==> src/rtl/arb_pkg.sv <==
// arb_pkg: shared types and default parameter values for activity_arbiter.
//   arb_state_t    : arbiter FSM state (IDLE / GRANT / GAP), 2-bit encoding
//   ARB_N_REQ      : default number of requesters
//   ARB_MAX_HOLD   : default maximum tenure length in cycles
//   ARB_GAP_CYCLES : default idle cycles inserted after each tenure
package arb_pkg;

   typedef enum logic [1:0] {
      IDLE  = 2'b00,
      GRANT = 2'b01,
      GAP   = 2'b10
   } arb_state_t;

   localparam int unsigned ARB_N_REQ      = 4;
   localparam int unsigned ARB_MAX_HOLD   = 16;
   localparam int unsigned ARB_GAP_CYCLES = 1;

endpackage

==> src/rtl/rr_pick.sv <==
// rr_pick: combinational round-robin selector.
// Finds the first set bit of req scanning cyclically upward from ptr.
//   req   in  N_REQ : request vector
//   ptr   in  IDX_W : index where the scan starts (highest priority)
//   valid out 1     : at least one request is set
//   sel   out IDX_W : index of the winning requester (0 when !valid)
module rr_pick
   import arb_pkg::*;
#(
   parameter int unsigned N_REQ = ARB_N_REQ,
   parameter int unsigned IDX_W = (N_REQ > 1) ? $clog2(N_REQ) : 1
) (
   input  logic [N_REQ-1:0] req,
   input  logic [IDX_W-1:0] ptr,
   output logic             valid,
   output logic [IDX_W-1:0] sel
);

   // Two copies of req side by side; clearing the bits below ptr turns the
   // cyclic search into a plain lowest-set-bit search over 2*N_REQ bits.
   logic [2*N_REQ-1:0] dbl_req;

   always_comb begin
      dbl_req = {req, req};
      for (int unsigned i = 0; i < 2 * N_REQ; i++) begin
         if (i < 32'(ptr)) begin
            dbl_req[i] = 1'b0;
         end
      end

      valid = 1'b0;
      sel   = '0;
      for (int unsigned i = 0; i < 2 * N_REQ; i++) begin
         if (!valid && dbl_req[i]) begin
            valid = 1'b1;
            sel   = IDX_W'(i % N_REQ);
         end
      end
   end

endmodule

==> src/rtl/activity_arbiter.sv <==
// activity_arbiter: round-robin arbiter for one shared ACTIVE-type resource.
// Grants one requester at a time, bounds each tenure to MAX_HOLD cycles,
// inserts GAP_CYCLES idle cycles after every tenure and pulses toggle at each
// tenure start and end so a downstream IDLE/ACTIVE toggle FSM follows grant.
//   clk      in  1     : clock, rising edge
//   rst_n    in  1     : synchronous active-low reset
//   req      in  N_REQ : level requests, held for the whole desired tenure
//   grant    out N_REQ : one-hot grant, zero outside GRANT
//   grant_id out ID_W  : index of current / last granted requester
//   active   out 1     : high while in GRANT
//   toggle   out 1     : pulse on first GRANT cycle and first GAP cycle
//   timeout  out 1     : pulse on first GAP cycle of a MAX_HOLD-ended tenure
// All outputs are registered.
module activity_arbiter
   import arb_pkg::*;
#(
   parameter int unsigned N_REQ      = ARB_N_REQ,
   parameter int unsigned MAX_HOLD   = ARB_MAX_HOLD,
   parameter int unsigned GAP_CYCLES = ARB_GAP_CYCLES,
   localparam int unsigned ID_W      = (N_REQ > 1) ? $clog2(N_REQ) : 1
) (
   input  logic             clk,
   input  logic             rst_n,
   input  logic [N_REQ-1:0] req,
   output logic [N_REQ-1:0] grant,
   output logic [ID_W-1:0]  grant_id,
   output logic             active,
   output logic             toggle,
   output logic             timeout
);

   localparam int unsigned HOLD_W = $clog2(MAX_HOLD + 1);
   localparam int unsigned GAP_W  = $clog2(GAP_CYCLES + 1);

   arb_state_t         state, state_n;
   logic [ID_W-1:0]    ptr, ptr_n;
   logic [HOLD_W-1:0]  hold_cnt, hold_cnt_n;
   logic [GAP_W-1:0]   gap_cnt, gap_cnt_n;
   logic [N_REQ-1:0]   grant_n;
   logic [ID_W-1:0]    grant_id_n;
   logic               active_n;
   logic               toggle_n;
   logic               timeout_n;

   logic               pick_valid;
   logic [ID_W-1:0]    pick_sel;
   logic               owner_req;
   logic               hold_full;
   logic [ID_W-1:0]    ptr_after;

   rr_pick #(
      .N_REQ (N_REQ),
      .IDX_W (ID_W)
   ) u_pick (
      .req   (req),
      .ptr   (ptr),
      .valid (pick_valid),
      .sel   (pick_sel)
   );

   assign owner_req = req[grant_id];
   assign hold_full = (hold_cnt == HOLD_W'(MAX_HOLD));
   // Rotation restarts just past the last winner; wraps N_REQ-1 -> 0.
   assign ptr_after = (grant_id == ID_W'(N_REQ - 1)) ? '0 : grant_id + ID_W'(1);

   always_ff @(posedge clk) begin
      if (!rst_n) begin
         state    <= IDLE;
         ptr      <= '0;
         hold_cnt <= '0;
         gap_cnt  <= '0;
         grant    <= '0;
         grant_id <= '0;
         active   <= 1'b0;
         toggle   <= 1'b0;
         timeout  <= 1'b0;
      end else begin
         state    <= state_n;
         ptr      <= ptr_n;
         hold_cnt <= hold_cnt_n;
         gap_cnt  <= gap_cnt_n;
         grant    <= grant_n;
         grant_id <= grant_id_n;
         active   <= active_n;
         toggle   <= toggle_n;
         timeout  <= timeout_n;
      end
   end

   always_comb begin
      state_n    = state;
      ptr_n      = ptr;
      hold_cnt_n = hold_cnt;
      gap_cnt_n  = gap_cnt;
      grant_n    = grant;
      grant_id_n = grant_id;
      active_n   = active;
      toggle_n   = 1'b0;
      timeout_n  = 1'b0;

      unique case (state)
         IDLE: begin
            if (pick_valid) begin
               state_n           = GRANT;
               grant_n           = '0;
               grant_n[pick_sel] = 1'b1;
               grant_id_n        = pick_sel;
               active_n          = 1'b1;
               toggle_n          = 1'b1;
               hold_cnt_n        = HOLD_W'(1);
            end
         end

         GRANT: begin
            // Release and timeout share one exit; timeout only flags it.
            if (!owner_req || hold_full) begin
               state_n    = GAP;
               grant_n    = '0;
               active_n   = 1'b0;
               toggle_n   = 1'b1;
               timeout_n  = owner_req;
               ptr_n      = ptr_after;
               hold_cnt_n = '0;
               gap_cnt_n  = GAP_W'(1);
            end else begin
               hold_cnt_n = hold_cnt + HOLD_W'(1);
            end
         end

         GAP: begin
            if (gap_cnt == GAP_W'(GAP_CYCLES)) begin
               state_n   = IDLE;
               gap_cnt_n = '0;
            end else begin
               gap_cnt_n = gap_cnt + GAP_W'(1);
            end
         end

         default: begin
            state_n    = IDLE;
            grant_n    = '0;
            active_n   = 1'b0;
            hold_cnt_n = '0;
            gap_cnt_n  = '0;
         end
      endcase
   end

endmodule

==> config.mk <==
export PLATFORM = sky130hd
export DESIGN_NAME = activity_arbiter
export DESIGN_NICKNAME = d
export VERILOG_FILES = /design/src/rtl/arb_pkg.sv /design/src/rtl/rr_pick.sv /design/src/rtl/activity_arbiter.sv
export SDC_FILE = /design/constraint.sdc
export NUM_CORES = 1
export LEC_CHECK = 0
export CAP_MARGIN = 5
export CORE_AREA = 2 2 56 42
export CTS_BUF_LIST = sky130_fd_sc_hd__clkbuf_4
export DETAILED_ROUTE_END_ITERATION = 10
export DIE_AREA = 0 0 58 44
export PLACE_DENSITY_LB_ADDON = 0.08
export SLEW_MARGIN = 20
export SYNTH_ARGS = -nofsm -noshare
export SYNTH_HDL_FRONTEND = slang
export SYNTH_SLANG_ARGS = --single-unit
==> constraint.sdc <==
create_clock -name clk -period 2.21 [get_ports clk]
set_input_delay 0.3315 -clock clk [delete_from_list [all_inputs] [get_ports clk]]
set_output_delay 0.3315 -clock clk [all_outputs]
set_load 0.1 [all_outputs]
# ---- After elaboration in Yosys (flattened, before gate mapping)
# Cells that the tools add are included.
dict set report totals {
  ff_bits 19
  latch_bits 0
  mem_bits_rw 0
  rom_bits 0
  input_bits 6
  memories 0
}
dict set report classes {
  n_addsub 3
  multipliers 0
  n_div 0
  n_lt_le_gt_ge 6
  n_eq_ne 7
  shift 0
  n_mux 42
  bitwise 2
  reduce_logical 25
}
# op count
set op_table {}
lappend op_table {{$mux 1} 20}
lappend op_table {{$mux 2} 10}
lappend op_table {{$pmux 5 s3} 1}
lappend op_table {{$pmux 4 s3} 1}
lappend op_table {{$mux 5} 2}
lappend op_table {{$reduce_and 3->1} 3}
lappend op_table {{$logic_and 1x1->1} 8}
lappend op_table {{$logic_not 1->1} 8}
lappend op_table {{$mux 4} 2}
lappend op_table {{$reduce_and 2->1} 4}
lappend op_table {{$lt 2x3->1 const B} 2}
lappend op_table {{$ne 2x2->1 const B} 3}
lappend op_table {{$pmux 1 s3} 2}
lappend op_table {{$pmux 2 s3} 1}
lappend op_table {{$add 5x1->5 const B} 1}
lappend op_table {{$eq 5x5->1 const B} 1}
lappend op_table {{$eq 2x2->1 const B} 2}
lappend op_table {{$lt 1x2->1 const A} 2}
lappend op_table {{$add 2x1->2 const B} 1}
lappend op_table {{$bmux 1 s2} 1}
lappend op_table {{$demux 1 s2} 1}
lappend op_table {{$eq 2x1->1 const B} 1}
lappend op_table {{$ge 2x1->1 const B} 1}
lappend op_table {{$logic_not 2->1} 1}
lappend op_table {{5 further kinds} 6}

# ---- Depth between registers and ports, before layout
# Gate-level depths: netlist (run 1).
dict set report logic_depth {
  ltp_word 30
  mapped_depth 7
}

# ---- Modules after synthesis
# A second synthesis (run 1) with hierarchy kept.
dict set report unflattened {
  cells_unflattened 120
  area_unflattened_um2 1011.0
}
# module instances cells_per_inst area_per_inst_um2
set by_module_without_submodules {}
lappend by_module_without_submodules {activity_arbiter 1 108 937.1}
lappend by_module_without_submodules {rr_pick 1 12 73.8}

# ---- Worst setup path before layout (run 1)
# OpenSTA, ideal clock, no wires.
dict set report synth_path {
  path_kind {register to register}
  from {register grant_id[0]}
  to {register state[0]}
  arrival_time_ns 2.262
  t_required_ns 2.088
  setup_slack_ns -0.174
  path_stages_with_launch 5
  path_buffers 1
  path_cell_list {dfxtp_1 mux4_2 and3_4 buf_6 o311a_1}
}
dict set report synth_between {
  elab_chain_cells 6
}
# element line_no
set synth_lines {}
lappend synth_lines {{start, declared} activity_arbiter.sv:26} ;# output logic [ID_W-1:0] grant_id,
lappend synth_lines {{start signal, assigned} activity_arbiter.sv:83} ;# grant_id <= grant_id_n;
lappend synth_lines {{$bmux 1 s2} activity_arbiter.sv:61} ;# assign owner_req = req[grant_id];
lappend synth_lines {{$mux 1 (not written as such)} activity_arbiter.sv:61}
lappend synth_lines {{$logic_not 1->1} activity_arbiter.sv:116} ;# if (!owner_req || hold_full) begin
lappend synth_lines {{$logic_or 1x1->1} activity_arbiter.sv:116}
lappend synth_lines {{$ne 2x2->1 (no source line)} -}
lappend synth_lines {{$reduce_and 3->1 (no source line)} -}
lappend synth_lines {{end signal, assigned} activity_arbiter.sv:78} ;# state <= state_n;
lappend synth_lines {{end, declared} activity_arbiter.sv:35} ;# arb_state_t state, state_n;
# Every way passes these cells. The select of a mux whose other input is x is not followed.
# A chain may end at the register's enable or synchronous reset.

# ---- Worst setup path in the final report (run 1)
dict set report layout_path {
  from {input req[0]}
  to {register grant[2]}
}
dict set report layout_between {
  elab_chain_cells 29
  word_cells_on_any_way 44
  classes_between {order compare: 2; eq/ne: 2; mux: 22; reduce/logical: 18}
}
# element line_no
set layout_lines {}
lappend layout_lines {{start, declared} activity_arbiter.sv:24} ;# input logic [N_REQ-1:0] req,
lappend layout_lines {{$mux 1} rr_pick.sv:26} ;# if (i < 32'(ptr)) begin
lappend layout_lines {{$mux 1} rr_pick.sv:34} ;# if (!valid && dbl_req[i]) begin
lappend layout_lines {{$logic_not 1->1} rr_pick.sv:34}
lappend layout_lines {{$logic_and 1x1->1} rr_pick.sv:34}
lappend layout_lines {{$mux 1} rr_pick.sv:34}
lappend layout_lines {{$logic_not 1->1} rr_pick.sv:34}
lappend layout_lines {{$logic_and 1x1->1} rr_pick.sv:34}
lappend layout_lines {{$mux 1} rr_pick.sv:34}
lappend layout_lines {{[13 not listed]} -}
lappend layout_lines {{$logic_and 1x1->1} rr_pick.sv:34}
lappend layout_lines {{$mux 2} rr_pick.sv:34}
lappend layout_lines {{$lt 2x3->1 (not written as such) / $ge 2x1->1 (equally long branches)} activity_arbiter.sv:106} ;# grant_n[pick_sel] = 1'b1;
lappend layout_lines {{$logic_and 1x1->1 (not written as such)} activity_arbiter.sv:106}
lappend layout_lines {{$mux 1 (not written as such)} activity_arbiter.sv:106}
lappend layout_lines {{$demux 1 s2} activity_arbiter.sv:106}
lappend layout_lines {{$mux 4} activity_arbiter.sv:103} ;# if (pick_valid) begin
lappend layout_lines {{$pmux 4 s3} activity_arbiter.sv:101} ;# unique case (state)
lappend layout_lines {{end signal, assigned} activity_arbiter.sv:82} ;# grant <= grant_n;
lappend layout_lines {{end, declared} activity_arbiter.sv:25} ;# output logic [N_REQ-1:0] grant,
# Several ways; a longest one is shown, not always the timed one. The select of a mux whose other input is x is not followed.

==> metrics.yaml, run 1 <==
run_status: "completed"
layoutNonFillerInstCount: 164
die_footprint_um2: 2550
drt.antenna.violating_nets: 0
cp.required_ns: 2.40
seq_power_share_pct: 31.2
finalCoreUtilization_pct: 62.0
worst-path-max-fanout: 6
grt_max_degree: 12
worst-slew-pin-transition_ns: 0.464
max_freq_ghz: 0.557
drt_wl_total_um: 2520
cell_area_after_synthesis_um2: 1050
route.detailed.drc: 0
cell_count_after_synthesis: 120
synth_to_layout_area_growth_pct: 19.6
path_cells: "clkdlybuf4s50_1, mux4_2, nand3_1, nand2_1, o41ai_1"
worst_setup_hold_path_clk_slew_ns: 0.12
setup_ws_ns: 0.413
initialDrtViolationCount: 52
gp_congestion: 0.856
crit_path_end_kind: "register"
global_route_wire_length_before_repair_um: 4440
static-leakage-power_nw: 0.509
dominant_combinational_cell_family_by_area_after_synthesis: "compound AO/OA/AOI/OAI gates"
layout-drive-gt1-share_pct: 19.3
holdBufCountCts: 0
synthDominantAreaCellType: "sky130_fd_sc_hd__dfxtp_1"
top_level_ports: 15
core_area_um2: 2030
detailroute.via_count: 955
final_min_period_over_clock_period_pct: 81.3
internal_power_mw: 0.747
compound_gate_fraction_of_synth_area_pct: 26.0
timing.slew.headroom_pct: 68.8
setup_repair_after_global_routing_missed_its_margin: "no"
ys.warnings.count: 0
synth-simple-area-share_pct: 20.0
start_kind: "input pin"
post-place-ws_ns: 0.0963
floorplan.rows: 14
final_cell_mix: "18 x sky130_fd_sc_hd__dfxtp_1, 17 x sky130_fd_sc_hd__buf_4, 16 x sky130_fd_sc_hd__a21oi_1"
horiz_die_dim_um: 58
placement.io_buffers: 14
num-nets-final: 153
place_inst: 160
vdd_ir_drop_max_mv: 0.865
crit_arrival_ns: 1.98
insertedDiodeCount: 0
tritoncts: "done"
pwr-share-clk_pct: 11.4
postSynthAreaPerCell_um2: 8.78
initial_utilization_pct: 51.8
max_stage_delay_ns: 0.52
ys_seq_elements: 19
dp_hpwl_um: 1920
p_switching_mw: 0.810
detail_route.first_pass.iterations: 4
globalRouteTotalUtil_pct: 23.3
critPathTopFamily: "multiplexers"
fin_skew_ns: 0.0110
synth_xor_area_share_pct: 1.66
final-setup-viol-count: 0
netSwitchingFraction_pct: 52.0
combinational_share_of_power_pct: 57.4
timing.final.max_slew_violations: 0
via_density_per_instance: 5.82
share_of_the_yosys_chip_area_belonging_to_registers_pct: 36.1
maximum_count_of_clock_buffers_along_a_single_path: 2
hold_violations: 0
fp.dieH_um: 44
yosys.cell_types.count: 39
worstSetupPathType: "input pin to register"
post_synth_fa_ha_maj_area_fraction_pct: 7.13
via_count_of_the_first_global_routing_pass: 929
mostFrequentLayoutCell: "sky130_fd_sc_hd__dfxtp_1"
critPathSlowestCell: "sky130_fd_sc_hd__mux4_2"
clk_latency_ns: 0.30
hold_path.class: "register to register"
synth_largest_type_area_fraction_pct: 36.1
ys_top_cells_by_area: "sky130_fd_sc_hd__dfxtp_1 36%, sky130_fd_sc_hd__a21oi_1 7.6%, sky130_fd_sc_hd__ha_1 7.1%"
global_route.overflow_total: 0
antenna_found_initial: 0
sum_of_buffers_and_inverters_on_the_critical_path: 1
fin_crit_ns: 1.80
clock-root-buffer: "sky130_fd_sc_hd__clkbuf_4"
tritoncts.num_buffers: 3
cts_setup_buffers: 0
post_synth_mux_area_share_pct: 3.09
avgRoutedWirePerCell_um: 15.4
post_cts_resize_count: 0
timing.max_cap.violations: 0
syn-num-nets: 132
fin_setup_tns_ns: 0
clkSinkCount: 19
htree_levels: 1
power_density_of_the_placed_cells_nw_per_um2: 1240
area by class of cell:
type / count / area [µm²]
clock buffer: 3 / 22.5
clock inverter: 1 / 5.00
fill: 192 / 772
inverter: 9 / 33.8
multi-input combinational: 86 / 609
sequential: 19 / 382
tap: 24 / 30.0
timing repair buffer: 22 / 178
worst reg2reg max path: stages (launching register included):
cell and delay, ns:
sky130_fd_sc_hd__dfxtp_1 0.33, sky130_fd_sc_hd__inv_1 0.13, sky130_fd_sc_hd__ha_1 0.36, sky130_fd_sc_hd__nor2b_1 0.19
sky130_fd_sc_hd__buf_4 0.15, sky130_fd_sc_hd__o21ai_0 0.09, sky130_fd_sc_hd__or3_1 0.32, sky130_fd_sc_hd__a21oi_1 0.13
state kept, by name, indices dropped and copies added, names as in the netlist:
name / count
state: 2
timeout: 1
hold_cnt: 5
gap_cnt: 1
grant: 4
toggle: 1
grant_id: 2
active: 1
ptr: 2
worst paths after layout:
| check | start | end | slack [ns] | cells past startpoint |
|---|---|---|---|---|
| setup reg to reg | state[0] | gap_cnt | 0.43 | 7 |
| setup / recovery | req[0] | grant[2] | 0.41 | 5 |
| hold reg to reg | gap_cnt | gap_cnt | 0.48 | 2 |
| hold / removal | gap_cnt | gap_cnt | 0.48 | 2 |
Yosys cell counts (all sizes together):
cell	instances
dfxtp	19
a31oi	1
ha	6
nor4	1
o21ai	4
nand3	6
o211ai	2
xnor2	2
a21o	1
buf	1
o21a	1
nand4b	1
o22a	1
o311a	1
nand2b	1
or3	1
or4	2
o221ai	1
o41ai	2
o31ai	3
nor2	5
clkbuf	5
and3	2
nor3b	1
a41o	2
nor3	3
nor2b	2
a22oi	1
mux4	1
o22ai	1
mux2i	1
nand4bb	1
nand2	10
inv	9
a211oi	3
a21oi	16
per-layer routing:
metal | global-route usage (%) | vias to the layer above | share of wire (%)
met5 | 0 | - | 0
met4 | 5.58 | 0 | 0.56
met3 | 6.27 | 2 | 4.4
met2 | 34.5 | 30 | 42
met1 | 33.9 | 440 | 53
li1 | - | 483 | -
stage by stage:
step | total power [mW] | hold WS (ns) | instance area (µm²)
4_1_cts | 1.56 | 0.485 | 1260
3_5_place_dp | 1.38 | 0.468 | 1230
6_report | 1.56 | 0.480 | 1260
3_3_place_gp | 1.36 | 0.461 | 1230
2_1_floorplan | 1.16 | 0.450 | 1050
5_1_grt | 1.65 | 0.516 | 1260
power groups by stage:
| stage | registers, mW | logic (mW) | clock network, mW |
|---|---|---|---|
| floorplan | 0.769 | 0.391 | 0 |
| global placement | 0.490 | 0.869 | 0 |
| detailed placement | 0.491 | 0.887 | 0 |
| CTS | 0.484 | 0.888 | 0.185 |
| global route | 0.496 | 0.954 | 0.200 |
| finish | 0.486 | 0.893 | 0.178 |
logic make-up after synthesis:
kind of cell	Yosys count
AO/OA/AOI/OAI	40
XOR/XNOR	2
adder cells (fa/ha/maj)	6
buffers and inverters	15
flip-flops	19
multiplexers	2
AND/OR/NAND/NOR	36
No activity file was read; power rests on OpenSTA's default activity.
==> inputs of run 2 (changes only) <==
CORE_AREA = 2 2 58 44   (was 2 2 56 42)
DIE_AREA = 0 0 60 46   (was 0 0 58 44)
clock period = 1.6 ns   (was 2.21 ns; I/O delays follow)
==> metrics.yaml, run 2 (synthesized netlist as in run 1, its figures left out) <==
tritoncts.num_buffers: 3  # unchanged
top_level_ports: 15  # unchanged
clkSinkCount: 19  # unchanged
htree_levels: 1  # unchanged
clk_latency_ns: 0.30  # about the same
timing.max_cap.violations: 0  # unchanged
setup_repair_after_global_routing_missed_its_margin: "yes"  # was no
final_cell_mix: "25 x sky130_fd_sc_hd__buf_4, 16 x sky130_fd_sc_hd__dfxtp_1, 14 x sky130_fd_sc_hd__a21oi_1"  # was 18 x sky130_fd_sc_hd__dfxtp_1, 17 x sky130_fd_sc_hd__buf_4, 16 x sky130_fd_sc_hd__a21oi_1
num-nets-final: 171  # was 153
fin_skew_ns: 0.00950  # was 0.0110 ns
crit_arrival_ns: 1.90  # was 1.98 ns
globalRouteTotalUtil_pct: 22.9  # was 23.3%
power_density_of_the_placed_cells_nw_per_um2: 1650  # was 1240 nW/µm²
detail_route.first_pass.iterations: 4  # unchanged
largest_register: "hold_cnt"  # unchanged
cp.required_ns: 1.84  # was 2.40 ns
worst_hold_margin_ns: 0.514  # was 0.480 ns
reg_top3: "hold_cnt x5, grant x4"  # unchanged
max_freq_ghz: 0.605
global_route.overflow_total: 0  # unchanged
worst_setup_hold_path_clk_slew_ns: 0.11  # was 0.12 ns
initial_utilization_pct: 46.4  # was 51.8%
grt_max_degree: 12  # unchanged
worst-path-max-fanout: 6  # unchanged
static-leakage-power_nw: 0.640  # was 0.509 nW
final.fill_count: 199  # was 192
mostFrequentLayoutCell: "sky130_fd_sc_hd__buf_4"  # was sky130_fd_sc_hd__dfxtp_1
detailroute.via_count: 1036  # was 955
worst-slew-pin-transition_ns: 0.416  # was 0.464 ns
fin_setup_tns_ns: -0.136  # was 0 ns
via_count_of_the_first_global_routing_pass: 971  # was 929
die_footprint_um2: 2760  # was 2550 µm²
place_inst: 185  # was 160
placement.io_buffers: 14  # unchanged
layout-drive-gt1-share_pct: 36.1  # was 19.3%
largest_register_ffs: 5  # unchanged
start_kind: "register"  # was input pin
post-place-ws_ns: -0.385  # was 0.0963 ns
synth_to_layout_area_growth_pct: 50.1  # was 19.6%
final_area_um2: 1580  # was 1260 µm²
via_density_per_instance: 5.40  # was 5.82
setup_ws_ns: -0.0533  # was 0.413 ns
hold_path.class: "register to register"  # unchanged
drt.antenna.violating_nets: 0  # unchanged
post_dp_cell_area_um2: 1480  # was 1230 µm²
avgRoutedWirePerCell_um: 14.1  # was 15.4 µm
antenna_found_initial: 0  # unchanged
ff2ff_setup_slack_ns: -0.05  # was 0.43 ns
final_min_period_over_clock_period_pct: 103
final-setup-viol-count: 7  # was 0
route.detailed.drc: 0  # unchanged
drt_wl_total_um: 2710  # was 2520 µm
core_area_um2: 2270  # was 2030 µm²
fin_crit_ns: 1.65
timing.final.max_slew_violations: 0  # unchanged
crit_path_end_kind: "register"  # unchanged
run_status: "finished with violations"  # was completed
maximum_count_of_clock_buffers_along_a_single_path: 2  # unchanged
violations: "negative setup slack"
horiz_die_dim_um: 60  # was 58 µm
dp_hpwl_um: 1980  # was 1920 µm
global_route_wire_length_before_repair_um: 4620  # was 4440 µm
gp_congestion: 0.874  # was 0.856
floorplan.rows: 15  # was 14
holdBufCountCts: 0  # unchanged
initialDrtViolationCount: 59  # was 52
timing.slew.headroom_pct: 72.2  # was 68.8%
fp.dieH_um: 46  # was 44 µm
clock-root-buffer: "sky130_fd_sc_hd__clkbuf_4"  # unchanged
worstSetupPathType: "register to register"  # was input pin to register
tritoncts: "done"  # unchanged
insertedDiodeCount: 0  # unchanged
layoutNonFillerInstCount: 192  # was 164
hold_violations: 0  # unchanged
vdd_ir_drop_max_mv: 0.925  # was 0.865 mV
run 2: cell count changes in the layout (fill, tap and decap cells not counted), sizes merged:
cell | previous run | this run
and3 | 2 | 3
buf | 17 | 34
clkbuf | 3 | 4
clkinv | 1 | 0
run 2: stage by stage:
step                      util (%)  total power, mW
final                         69.6             2.61
after global routing          69.6             2.77
after CTS                     68.0             2.55
after detailed placement      65.0             2.25
after global placement        65.0             2.21
after floorplan                  -             1.61
run 2: area by class of cell:
cell class | count | area [µm²] | area share [%]
well taps | 34 | 42.5 | 2.69
clock buffers | 4 | 30.0 | 1.90
repair buffers | 39 | 418 | 26.4
inverters | 9 | 33.8 | 2.14
multi-input cells | 87 | 668 | 42.2
flip-flops and latches | 19 | 389 | 24.6
run 2: worst max-delay path: stages (launching register included):
cell                      delay [ns]
sky130_fd_sc_hd__dfxtp_4        0.37
sky130_fd_sc_hd__mux4_2         0.57
sky130_fd_sc_hd__and3_4         0.22
sky130_fd_sc_hd__or3_4          0.33
sky130_fd_sc_hd__a21oi_2        0.11
run 2: final timing paths:
path | startpoint | to | depth (start not counted)
worst max register to register | grant_id[0] | gap_cnt | 4
worst min register to register | gap_cnt | gap_cnt | 2
worst max-delay path | grant_id[0] | gap_cnt | 4
worst min-delay path | gap_cnt | gap_cnt | 2
run 2: timing repair:
action,4_1_cts,5_1_grt
cloned,1,0
buffers inserted,1,1
pin swaps,1,3
gates resized for setup,5,8
setup endpoints to repair,7,14
run 2: routing by layer:
layer	wire (µm)	up-vias	part of all wire (%)	track usage [%]
met2	1200	33	44	34.8
met1	1330	479	49	32.2
met3	163	2	6.0	6.53
met4	15	0	0.55	4.89
li1	-	522	-	-
met5	0	-	0	0
run 2: report_power, final:
part	internal (mW)	leakage, nW	switching [mW]
Clock	0.114	0.0184	0.150
Combinational	0.681	0.465	0.982
Sequential	0.590	0.157	0.0974
Total	1.38	0.640	1.23
